`src/rtl/div_pkg.sv`:
```
// Shared types and constants for the sequential divider.
// Op encodings match the RISC-V M-extension funct3 low bits for DIV/DIVU/REM/REMU.
package div_pkg;
  localparam int XLEN = 32;
  localparam int DIV_ITERS = 32;
  localparam logic [XLEN-1:0] DBZ_QUOT = 32'hFFFF_FFFF;
  localparam logic [XLEN-1:0] INT_MIN = 32'h8000_0000;

  typedef enum logic [1:0] {
    S_IDLE = 2'b00,
    S_PREP = 2'b01,
    S_CALC = 2'b10,
    S_DONE = 2'b11
  } div_state_e;

  typedef enum logic [1:0] {
    OP_DIV  = 2'b00,
    OP_DIVU = 2'b01,
    OP_REM  = 2'b10,
    OP_REMU = 2'b11
  } div_op_e;

  function automatic logic op_signed(input div_op_e op);
    return (op == OP_DIV) || (op == OP_REM);
  endfunction

  function automatic logic op_rem(input div_op_e op);
    return (op == OP_REM) || (op == OP_REMU);
  endfunction

  function automatic logic [XLEN-1:0] neg2c(input logic [XLEN-1:0] x);
    return ~x + 1'b1;
  endfunction
endpackage

```
`src/rtl/adder_subtractor_32bit.sv`:
```
// Combinational 32-bit adder/subtractor; o_carry is the no-borrow flag when subtracting.
// Zero latency, no flow control.
module adder_subtractor_32bit #(
  parameter int XLEN = 32
) (
  input  logic [XLEN-1:0] i_a,
  input  logic [XLEN-1:0] i_b,
  input  logic            i_sub,
  output logic [XLEN-1:0] o_sum,
  output logic            o_carry,
  output logic            o_ovf
);
  logic [XLEN-1:0] w_b;
  logic [XLEN:0]   w_full;

  assign w_b     = i_sub ? ~i_b : i_b;
  assign w_full  = {1'b0, i_a} + {1'b0, w_b} + (XLEN + 1)'(i_sub);
  assign o_sum   = w_full[XLEN-1:0];
  assign o_carry = w_full[XLEN];
  assign o_ovf   = (i_a[XLEN-1] == w_b[XLEN-1]) && (o_sum[XLEN-1] != i_a[XLEN-1]);
endmodule

```
`src/rtl/div_seq_32bit.sv`:
```
// Restoring divider (DIV/DIVU/REM/REMU): 34 cycles start-to-valid, 2 for div-by-zero/overflow.
// No backpressure: i_start is ignored while busy, i_kill aborts back to IDLE.
module div_seq_32bit
  import div_pkg::*;
#(
  parameter int XLEN = 32
) (
  input  logic            i_clk,
  input  logic            i_rst,
  input  logic            i_start,
  input  logic [1:0]      i_op,
  input  logic [XLEN-1:0] i_a,
  input  logic [XLEN-1:0] i_b,
  input  logic            i_kill,
  output logic            o_busy,
  output logic            o_valid,
  output logic [XLEN-1:0] o_result,
  output logic            o_dbz
);
  localparam int CNT_W = $clog2(XLEN);

  div_state_e      r_state;
  div_op_e         r_op;
  logic [XLEN-1:0] r_a, r_b, r_q, r_r, r_result;
  logic [CNT_W-1:0] r_cnt;
  logic            r_neg_q, r_neg_r, r_busy, r_valid, r_dbz;

  logic            w_sgn, w_rem;
  logic [XLEN-1:0] w_abs_a, w_abs_b, w_shifted, w_diff, w_r_nxt, w_q_nxt, w_quot, w_remd;
  logic            w_carry, w_acc;

  assign w_sgn   = op_signed(r_op);
  assign w_rem   = op_rem(r_op);
  assign w_abs_a = (w_sgn && r_a[XLEN-1]) ? neg2c(r_a) : r_a;
  assign w_abs_b = (w_sgn && r_b[XLEN-1]) ? neg2c(r_b) : r_b;

  // The bit shifted out of R makes the partial remainder 33 bits wide; it always exceeds |b|.
  assign w_shifted = {r_r[XLEN-2:0], r_q[XLEN-1]};
  assign w_acc     = w_carry | r_r[XLEN-1];
  assign w_r_nxt   = w_acc ? w_diff : w_shifted;
  assign w_q_nxt   = {r_q[XLEN-2:0], w_acc};
  assign w_quot    = r_neg_q ? neg2c(w_q_nxt) : w_q_nxt;
  assign w_remd    = r_neg_r ? neg2c(w_r_nxt) : w_r_nxt;

  adder_subtractor_32bit #(.XLEN(XLEN)) u_addsub (
    .i_a     (w_shifted),
    .i_b     (r_b),
    .i_sub   (1'b1),
    .o_sum   (w_diff),
    .o_carry (w_carry),
    .o_ovf   ()
  );

  always_ff @(posedge i_clk or posedge i_rst) begin
    if (i_rst) begin
      r_state  <= S_IDLE;
      r_op     <= OP_DIV;
      r_a      <= '0;
      r_b      <= '0;
      r_q      <= '0;
      r_r      <= '0;
      r_cnt    <= '0;
      r_neg_q  <= 1'b0;
      r_neg_r  <= 1'b0;
      r_busy   <= 1'b0;
      r_valid  <= 1'b0;
      r_result <= '0;
      r_dbz    <= 1'b0;
    end else if (i_kill) begin
      r_state <= S_IDLE;
      r_busy  <= 1'b0;
      r_valid <= 1'b0;
    end else begin
      case (r_state)
        S_IDLE: begin
          r_valid <= 1'b0;
          if (i_start) begin
            r_a     <= i_a;
            r_b     <= i_b;
            r_op    <= div_op_e'(i_op);
            r_dbz   <= 1'b0;
            r_busy  <= 1'b1;
            r_state <= S_PREP;
          end
        end
        S_PREP: begin
          r_neg_q <= w_sgn & (r_a[XLEN-1] ^ r_b[XLEN-1]);
          r_neg_r <= w_sgn & r_a[XLEN-1];
          r_q     <= w_abs_a;
          r_b     <= w_abs_b;
          r_r     <= '0;
          r_cnt   <= CNT_W'(DIV_ITERS - 1);
          if (r_b == '0) begin
            r_result <= w_rem ? r_a : DBZ_QUOT;
            r_dbz    <= 1'b1;
            r_busy   <= 1'b0;
            r_valid  <= 1'b1;
            r_state  <= S_DONE;
          end else if (w_sgn && (r_a == INT_MIN) && (r_b == '1)) begin
            r_result <= w_rem ? '0 : INT_MIN;
            r_busy   <= 1'b0;
            r_valid  <= 1'b1;
            r_state  <= S_DONE;
          end else begin
            r_state <= S_CALC;
          end
        end
        S_CALC: begin
          r_r   <= w_r_nxt;
          r_q   <= w_q_nxt;
          r_cnt <= r_cnt - 1'b1;
          if (r_cnt == '0) begin
            r_result <= w_rem ? w_remd : w_quot;
            r_busy   <= 1'b0;
            r_valid  <= 1'b1;
            r_state  <= S_DONE;
          end
        end
        default: begin
          r_valid <= 1'b0;
          r_state <= S_IDLE;
        end
      endcase
    end
  end

  assign o_busy   = r_busy;
  assign o_valid  = r_valid;
  assign o_result = r_result;
  assign o_dbz    = r_dbz;
endmodule

```
`config.mk`:
```
export PLATFORM = sky130hd
export DESIGN_NAME = div_seq_32bit
export DESIGN_NICKNAME = d
export VERILOG_FILES = /design/src/rtl/div_pkg.sv /design/src/rtl/adder_subtractor_32bit.sv /design/src/rtl/div_seq_32bit.sv
export SDC_FILE = /design/constraint.sdc
export NUM_CORES = 1
export LEC_CHECK = 0
export BUFFER_PORTS_ARGS = -buffer_cell sky130_fd_sc_hd__buf_2
export CAP_MARGIN = 40
export CELL_PAD_IN_SITES_DETAIL_PLACEMENT = 1
export CELL_PAD_IN_SITES_GLOBAL_PLACEMENT = 2
export CORE_MARGIN = 3
export CORE_UTILIZATION = 40
export DETAILED_ROUTE_END_ITERATION = 12
export MAX_ROUTING_LAYER = met4
export PLACE_DENSITY = 0.92
export SYNTH_ARGS = -nofsm -noshare
export SYNTH_HDL_FRONTEND = slang
export SYNTH_HIERARCHICAL = 1
export SYNTH_SLANG_ARGS = --single-unit
```
`constraint.sdc`:
```
create_clock -name i_clk -period 9.5 [get_ports i_clk]
set_clock_uncertainty 0.2 [all_clocks]
set_input_delay 1.425 -clock i_clk [delete_from_list [all_inputs] [get_ports i_clk]]
set_output_delay 1.425 -clock i_clk [all_outputs]
set_load 0.1 [all_outputs]
```
==> results of run 1 <==
## worst register-to-register path: stages (launching register included)
cell       delay, ps
dfrtp_1          450
xor2_1           200
inv_1             90
fa_1             440
nor2b_1          190
o21bai_1         180
a211oi_4         310
o22ai_4          170
a2bb2oi_2        210
a221oi_2         250
or2_1            720
or2_2            720
inv_2            140
buf_12           230
mux2_2           330
inv_1            140
ha_1             200
nor3b_1          240
buf_4            230
nor3_1            60
o21ai_0          550
o211ai_1         190
a31oi_1          190
## layout by cell type (no fill, tap or decap), types with 39 or more instances in the layout
master	count
mux2i_1	47
nor2_1	138
dfrtp_1	174
nor4_1	40
ha_1	40
xor2_1	63
a21oi_1	166
mux2_2	41
buf_2	104
nand2_1	169
xnor2_1	70
o21ai_0	143
inv_1	39
## registers in the layout, summed over array words and instances (netlist names)
register,count
o_result,32
r_a,32
r_b,32
r_q,32
r_r,32
r_cnt,5
r_op,2
r_state,2
o_busy,1
o_dbz,1
o_valid,1
r_neg_q,1
r_neg_r,1
## worst max path at each step
stage / from / end / slack, ps / cells past startpoint
floorplan: i_rst / o_busy / 3160 / 1
global placement: r_b[7] / o_result[26] / 2690 / 18
detailed placement: r_b[1] / o_result[29] / 2980 / 19
CTS: r_b[1] / o_result[29] / 2940 / 19
global route: r_b[1] / o_result[29] / 2320 / 19
finish: r_b[1] / o_result[8] / 2780 / 22
## power breakdown
part           internal, mW  switching, mW  total (mW)
Sequential             1.03          0.489        1.52
Clock                 0.436          0.340       0.776
Combinational          1.12           2.26        3.38
## routing by layer
metal | up-vias | wire length, µm | track usage
met3 | 52 | 3460 | 0.0608
met4 | 0 | 744 | 0.0587
met2 | 417 | 21900 | 0.410
met1 | 6584 | 23100 | 0.390
li1 | 6165 | - | -
met5 | - | 0 | -
## metrics by stage
stage / hold slack (ps) / instances
after floorplan: 263 / 1670
after global placement: 258 / 2117
after detailed placement: 266 / 2122
after CTS: 281 / 2154
after global routing: 316 / 2156
final: 274 / 2156
## area by class of cell
cell class                 count  area, µm²  share of cell area
timing repair buffer         125        706              0.0470
sequential                   174       4350               0.290
inverter                      41        159              0.0106
clock inverter                12        171              0.0114
multi-input combinational   1340       8620               0.574
tap                          442        553              0.0368
antenna                        2       5.00            0.000333
clock buffer                  20        457              0.0304
==> results.cfg, run 1 <==
[outcome]
status = completed

[place]
finalWeightedCongestion = 0.947
dp_slack_ps = 2980
io_buffers = 104
place_area_um2 = 14400
dpl.hpwl_mm = 37.0

[critical_path]
rr_startpoint = r_b[1]
crit_top_cell = inv_1
startpoint_type = flip-flop
crit_chain = xor2_1, inv_1, fa_1, nor2b_1, o21bai_1, a211oi_4, o22ai_4, a2bb2oi_2, a221oi_2, or2_1, or2_2, inv_2, buf_12, mux2_2, inv_1, ha_1, nor3b_1, buf_4, nor3_1, o21ai_0, o211ai_1, a31oi_1
rr_worst_depth = 22
cp.required_ps = 9670
cp_max_fo = 35
endpoint_kind = flip-flop
cpPeakStageDelay_ps = 720
arrival_ps = 6890
crit_buf_inv = 5
r2r-end = o_result[8]
cp_top_family = compound AO/OA/AOI/OAI gates
critical_path_class = reg2reg
r2r_slack_ps = 2780
crit_slowest_cell = or2_1

[synth]
synthCells = 1670
synth_area_um2 = 13600
synth_area_per_cell_um2 = 8.13
syn-num-nets = 1783
yosys_warnings = 6

[sta]
max-slew-margin-rel = 0.361
setup_tns_ps = 0
hold_viol = 0
setup_violations = 0
finalCriticalPeriod_ps = 6720
fin_crit_sh = 0.707
rsz0062_at_grt = no
slew_viol_final = 0
fmax_mhz = 149
max_slew.worst_pin.slew_ps = 958
fin_ws_ps = 2780

[layout]
drive_gt1_frac = 0.137
fin_area_um2 = 15000
nFillCells = 4025
areaGrowthSynthToFinish_pct = 10.7
nets = 1812
utilization = 0.455

[cts]
h-tree-depth = 4
clk_pin_slew_worst_paths_ps = 70
post_cts_resized = 0
clk_latency_ps = 460
cts_made_buffers = 17
numClockSinks = 174
cts_hold_buffers = 0
postCtsSetupBuffers = 0
cts_tree = done
cts_root_buf = clkbuf_16
clock_path_buffers = 2

[min_path]
holdPathEnd = o_result[16]
min_path_type = reg2reg
hp-start = o_result[16]
hold_depth = 2

[floorplan]
io_pins = 105
fp.dieH_um = 190
dieArea_um2 = 36200
die_w_um = 190
coreArea_um2 = 33000
start_util = 0.411
placementRows = 66

[global_route]
grt_pass1_wl_mm = 76.6
grt_max_degree = 98
grt_antenna_before_repair = 2
grt.total_usage = 0.276
grt_pass1_vias = 13178
grt_overflow = 0

[drt]
first_pass_iters = 5
wirelength_mm = 49.3
vias_per_cell = 6.13
drt_iter0_drc = 1140
ant_nets = 0
route.detailed.drc = 0
vias = 13218
wl_per_cell_um = 22.9

[power_and_ir_drop]
ir_drop_v = 0.000272
powerDensity_nw_per_um2 = 378
p_leak_nw = 6.29
power_mw = 5.68

[job]
cap_violations = 0
(Power assumes the default switching activity.)
==> run 2: changes to the inputs <==
--- a/config.mk
+++ b/config.mk
@@ -5,15 +5,16 @@
 export SDC_FILE = /design/constraint.sdc
 export NUM_CORES = 1
 export LEC_CHECK = 0
+export ABC_AREA = 1
 export BUFFER_PORTS_ARGS = -buffer_cell sky130_fd_sc_hd__buf_2
 export CAP_MARGIN = 40
 export CELL_PAD_IN_SITES_DETAIL_PLACEMENT = 1
 export CELL_PAD_IN_SITES_GLOBAL_PLACEMENT = 2
 export CORE_MARGIN = 3
-export CORE_UTILIZATION = 40
+export CORE_UTILIZATION = 34
 export DETAILED_ROUTE_END_ITERATION = 12
 export MAX_ROUTING_LAYER = met4
-export PLACE_DENSITY = 0.92
+export PLACE_DENSITY = 0.86
 export SYNTH_ARGS = -nofsm -noshare
 export SYNTH_HDL_FRONTEND = slang
 export SYNTH_HIERARCHICAL = 1
==> constraint.sdc (replaced) <==
create_clock -name i_clk -period 7.05 [get_ports i_clk]
set_clock_uncertainty 0.2 [all_clocks]
set_input_delay 1.0575 -clock i_clk [delete_from_list [all_inputs] [get_ports i_clk]]
set_output_delay 1.0575 -clock i_clk [all_outputs]
set_load 0.1 [all_outputs]
==> results.cfg, run 2 <==
[sta]
setup_tns_ps = 0
rsz0062_at_grt = no
setup_violations = 0
whs_ps = 272
fin_crit_sh = 0.653
finalCriticalPeriod_ps = 4610
hold_viol = 0
fmax_mhz = 217
max-slew-margin-rel = 0.436
fin_ws_ps = 2440
max_slew.worst_pin.slew_ps = 846
slew_viol_final = 0

[synth]
synth_area_per_cell_um2 = 6.60
syn-num-nets = 2268
synthCells = 2155
synth_area_um2 = 14200
yosys_warnings = 6

[floorplan]
fp.dieH_um = 211
placementRows = 74
die_w_um = 211
coreArea_um2 = 41100
start_util = 0.346
dieArea_um2 = 44300
io_pins = 105

[drt]
vias = 14844
wl_per_cell_um = 20.1
route.detailed.drc = 0
wirelength_mm = 55.4
drt_iter0_drc = 1075
vias_per_cell = 5.39
first_pass_iters = 6
ant_nets = 0

[place]
io_buffers = 104
dpl.hpwl_mm = 44.0
finalWeightedCongestion = 0.936
dp_slack_ps = 2470

[layout]
areaGrowthSynthToFinish_pct = 10.5
drive_gt1_frac = 0.126
regArea_um2 = 4350
final_cell_mix = nand2_1 (599), nor2_1 (206), inv_1 (198)
final_common_cell = nand2_1
multiInputGateArea_um2 = 8550
nFillCells = 5390
nets = 2324
diodes = 0

[min_path]
hp-start = o_valid
min_path_type = reg2reg

[global_route]
grt_use_met2 = 0.400
grt_pass1_wl_mm = 87.5
grt_max_degree = 85
grt_overflow = 0
grt_antenna_before_repair = 1
grt_pass1_vias = 15184
use_met1 = 0.359
top_usage_layer = met2
grt.total_usage = 0.259
globalRouteMet3Util = 0.0330

[job]
cap_violations = 0

[cts]
clk_latency_ps = 470
h-tree-depth = 4
clock_path_buffers = 2
numClockSinks = 174
post_cts_resized = 0
clk_pin_slew_worst_paths_ps = 70
cts_root_buf = clkbuf_16
cts_made_buffers = 17
postCtsSetupBuffers = 0
cts_tree = done
cts_hold_buffers = 0

[critical_path]
cp_max_fo = 36
critical_path_class = reg2reg
endpoint_kind = flip-flop
arrival_ps = 4760
startpoint_type = flip-flop
rr_startpoint = r_b[26]
cp.required_ps = 7210
startpoint = r_b[26]

[power_and_ir_drop]
powerDensity_nw_per_um2 = 447
ir_drop_v = 0.000441
p_leak_nw = 7.74
power_mw = 7.02

[outcome]
status = completed
## run 2: cell types whose count changed in the layout (fill, tap and decap cells not counted), moves of 66 or more
cell | before | now
nand2_1 | 169 | 599
a21oi_1 | 166 | 85
nor2_1 | 138 | 206
xnor2_1 | 70 | 4
inv_1 | 39 | 198
nand3_1 | 31 | 188
## run 2: final cells by class
class                   count  share of cell area
multi-input cells        1659               0.544
flip-flops and latches    174               0.277
inverters                 237              0.0570
repair buffers            122              0.0446
well taps                 532              0.0424
clock buffers              19              0.0288
clock inverters            12             0.00573
## run 2: path summary, 6_finish.rpt
| path | endpoint | slack, ps | depth (start not counted) |
|---|---|---|---|
| worst max-delay path | o_result[24] | 2440 | 27 |
| worst min-delay path | o_valid | 270 | 2 |
| worst max register to register | o_result[24] | 2440 | 27 |
| worst min register to register | o_valid | 270 | 2 |
| max in group asynchronous | o_result[21] | 4900 | 3 |
| min in group asynchronous | r_b[1] | 560 | 2 |
## run 2: worst max-delay path, cell delays in order, from the launching register on
cell      delay (ps)
dfrtp_1          470
xor2_1           480
ha_1             400
nand2_1          130
nor2_1            60
inv_1             60
nor2_1            60
inv_1             50
nor2_1            40
nor2_1           130
nand2_1           90
nand2_1           70
nand2_1          110
nor2_4           300
buf_12           250
ha_1             200
nand3_1          180
inv_1            180
nand3_1          140
nand3b_1         230
nand2_1          170
nand2_1           70
nand2_1           60
nor2_1            40
nor2_1           110
nand2_1           60
nand2_1           50
nand2_1           50
## run 2: metrics by stage
step / std cells / instance area, µm² / util
floorplan: 2155 / 14200 / -
CTS: 2755 / 15700 / 0.382
detailed placement: 2724 / 15200 / 0.369
global placement: 2721 / 15100 / 0.367
global route: 2755 / 15700 / 0.382
finish: 2755 / 15700 / 0.382
## run 2: power by group
part           leakage [nW]  switching [mW]  total (mW)  internal (mW)
Combinational          5.26            3.08        4.19           1.11
Clock                 0.255           0.452       0.921          0.469
Sequential             2.23           0.528        1.91           1.38
## run 2: routing by layer
metal  up-vias  routed length [µm]
met1      7231               26700
met3        74                2420
met5         -                   0
met2       344               24900
met4         0                1430
li1       7195                   -
==> run 3: changes to the inputs <==
--- a/config.mk
+++ b/config.mk
@@ -5,7 +5,7 @@
 export SDC_FILE = /design/constraint.sdc
 export NUM_CORES = 1
 export LEC_CHECK = 0
-export ABC_AREA = 1
+export ABC_AREA = 0
 export BUFFER_PORTS_ARGS = -buffer_cell sky130_fd_sc_hd__buf_2
 export CAP_MARGIN = 40
 export CELL_PAD_IN_SITES_DETAIL_PLACEMENT = 1
@@ -14,7 +14,7 @@
 export CORE_UTILIZATION = 34
 export DETAILED_ROUTE_END_ITERATION = 12
 export MAX_ROUTING_LAYER = met4
-export PLACE_DENSITY = 0.86
+export PLACE_DENSITY = 0.83
 export SYNTH_ARGS = -nofsm -noshare
 export SYNTH_HDL_FRONTEND = slang
 export SYNTH_HIERARCHICAL = 1
==> constraint.sdc (replaced) <==
create_clock -name i_clk -period 4 [get_ports i_clk]
set_clock_uncertainty 0.2 [all_clocks]
set_input_delay 0.6 -clock i_clk [delete_from_list [all_inputs] [get_ports i_clk]]
set_output_delay 0.6 -clock i_clk [all_outputs]
set_load 0.1 [all_outputs]
==> results.cfg, run 3 (same netlist as run 1, synthesis figures left out) <==
[global_route]
grt_overflow = 0
grt_pass1_wl_mm = 86.6
grt_max_degree = 175
grt_antenna_before_repair = 1
grt.total_usage = 0.270
grt_pass1_vias = 14812

[sta]
slew_viol_final = 0
setup_tns_ps = -17870
fmax_mhz = 214
finalCriticalPeriod_ps = 4680
whs_ps = 160
hold_viol = 0
setup_violations = 32
max-slew-margin-rel = 0.247
rsz0062_at_grt = yes
max_slew.worst_pin.slew_ps = 1130
fin_crit_sh = 1.17
fin_ws_ps = -681

[place]
dpl.hpwl_mm = 42.3
dp_slack_ps = -1050
dp.cells = 2473
io_buffers = 104
finalWeightedCongestion = 0.938

[drt]
vias = 14567
route.detailed.drc = 0
drt_iter0_drc = 1053
wirelength_mm = 57.6
vias_per_cell = 5.77
ant_nets = 0
first_pass_iters = 5
wl_per_cell_um = 22.8

[cts]
cts_root_buf = clkbuf_16
cts_tree = done
h-tree-depth = 4
clk_pin_slew_worst_paths_ps = 80
clk_latency_ps = 470
cts_made_buffers = 17
clock_path_buffers = 2
numClockSinks = 174

[floorplan]
dieArea_um2 = 42400
fp.dieH_um = 206
io_pins = 105
placementRows = 72
start_util = 0.348
coreArea_um2 = 39000
die_w_um = 206

[layout]
drive_gt1_frac = 0.333
nFillCells = 4599
diodes = 0
nets = 2108
final-instance-count-excl-fill = 2523
final_common_cell = buf_4
final_cell_mix = buf_4 (291), dfrtp_1 (174), nand2_1 (167)
areaGrowthSynthToFinish_pct = 37.1

[power_and_ir_drop]
p_leak_nw = 7.97
power_mw = 16.9
ir_drop_v = 0.000499
powerDensity_nw_per_um2 = 906

[critical_path]
endpoint_kind = flip-flop
crit_buf_inv = 1
critical_path_class = reg2reg
arrival_ps = 4850
crit_slowest_cell = or4_4
cpPeakStageDelay_ps = 450
cp_max_fo = 3
crit_chain = xor2_1, ha_1, a211oi_2, o21ai_2, a211o_1, o22ai_4, a2bb2oi_2, a221oi_2, or2_1, buf_4, or4_4, or3_4, or3_1, o31ai_2, xor2_1, a21oi_1, a22o_1
crit_top_cell = xor2_1
startpoint_type = flip-flop
cp_top_family = compound AO/OA/AOI/OAI gates
cp.required_ps = 4160

[job]
cap_violations = 0

[outcome]
violations = setup timing
status = complete, but fails checks

[min_path]
min_path_type = in2reg
==> run 3: cell count changes in the layout (fill, tap and decap cells not counted), moves of 34 or more <==
cell	previous run	this run
buf_4	15	291
xnor2_1	4	63
nor2_1	206	134
inv_2	35	0
nand3_1	188	28
nand2_1	599	167
a21oi_1	85	144
mux2i_1	0	34
inv_1	198	38
mux2_2	0	38
==> run 3: path summary, 6_finish.rpt <==
path                        startpoint            to  slack [ps]  depth (start not counted)
setup / recovery                r_b[7]  o_result[31]        -680                         17
hold / removal                 i_op[1]       r_op[1]         160                          2
setup reg to reg                r_b[7]  o_result[31]        -680                         17
hold reg to reg            o_result[3]   o_result[3]         280                          1
max in group asynchronous        i_rst       r_b[20]        2580                          3
min in group asynchronous        i_rst       r_q[14]         220                          3
==> run 3: power by group <==
| part | switching [mW] | internal (mW) | leakage [nW] |
|---|---|---|---|
| clock network | 0.806 | 0.937 | 0.277 |
| logic | 6.86 | 4.72 | 5.54 |
| registers | 1.11 | 2.45 | 2.15 |
| total | 8.78 | 8.10 | 7.97 |
==> run 3: per-stage QoR <==
step,area [µm²],utilization
4_1_cts,18000,0.460
5_1_grt,18600,0.477
3_5_place_dp,16800,0.429
3_3_place_gp,16700,0.428
2_1_floorplan,13800,-
6_report,18600,0.477
==> run 3: what timing repair did <==
item | in CTS | in global routing
gates resized for setup | 111 | 114
setup endpoints to repair | 46 | 47
buffers inserted | 11 | 14
gates cloned | 1 | 0
pin swaps | 63 | 53
hold buffers | 0 | 0
==> run 3: final cells by class <==
| cell class | instances | area (µm²) | area share |
|---|---|---|---|
| sequential | 174 | 4350 | 0.234 |
| clock inverter | 11 | 135 | 0.00726 |
| multi-input combinational | 1340 | 9750 | 0.524 |
| timing repair buffer | 421 | 3120 | 0.168 |
| inverter | 41 | 168 | 0.00901 |
| tap | 518 | 648 | 0.0348 |
| clock buffer | 18 | 439 | 0.0236 |
==> run 3: worst reg2reg max path: stages, from the launching register on <==
cell and delay (ps):
dfrtp_1 390, xor2_1 180, ha_1 290, a211oi_2 260, o21ai_2 100, a211o_1 310
o22ai_4 160, a2bb2oi_2 200, a221oi_2 100, or2_1 280, buf_4 170, or4_4 450
or3_4 380, or3_1 380, o31ai_2 240, xor2_1 190, a21oi_1 90, a22o_1 190
==> run 3: routing by layer <==
layer / vias up / routed length [µm] / global-route usage
met5: - / 0 / -
met4: 0 / 1500 / 0.0727
met3: 90 / 2830 / 0.0272
met2: 388 / 26900 / 0.427
met1: 7331 / 26300 / 0.372
li1: 6758 / - / -
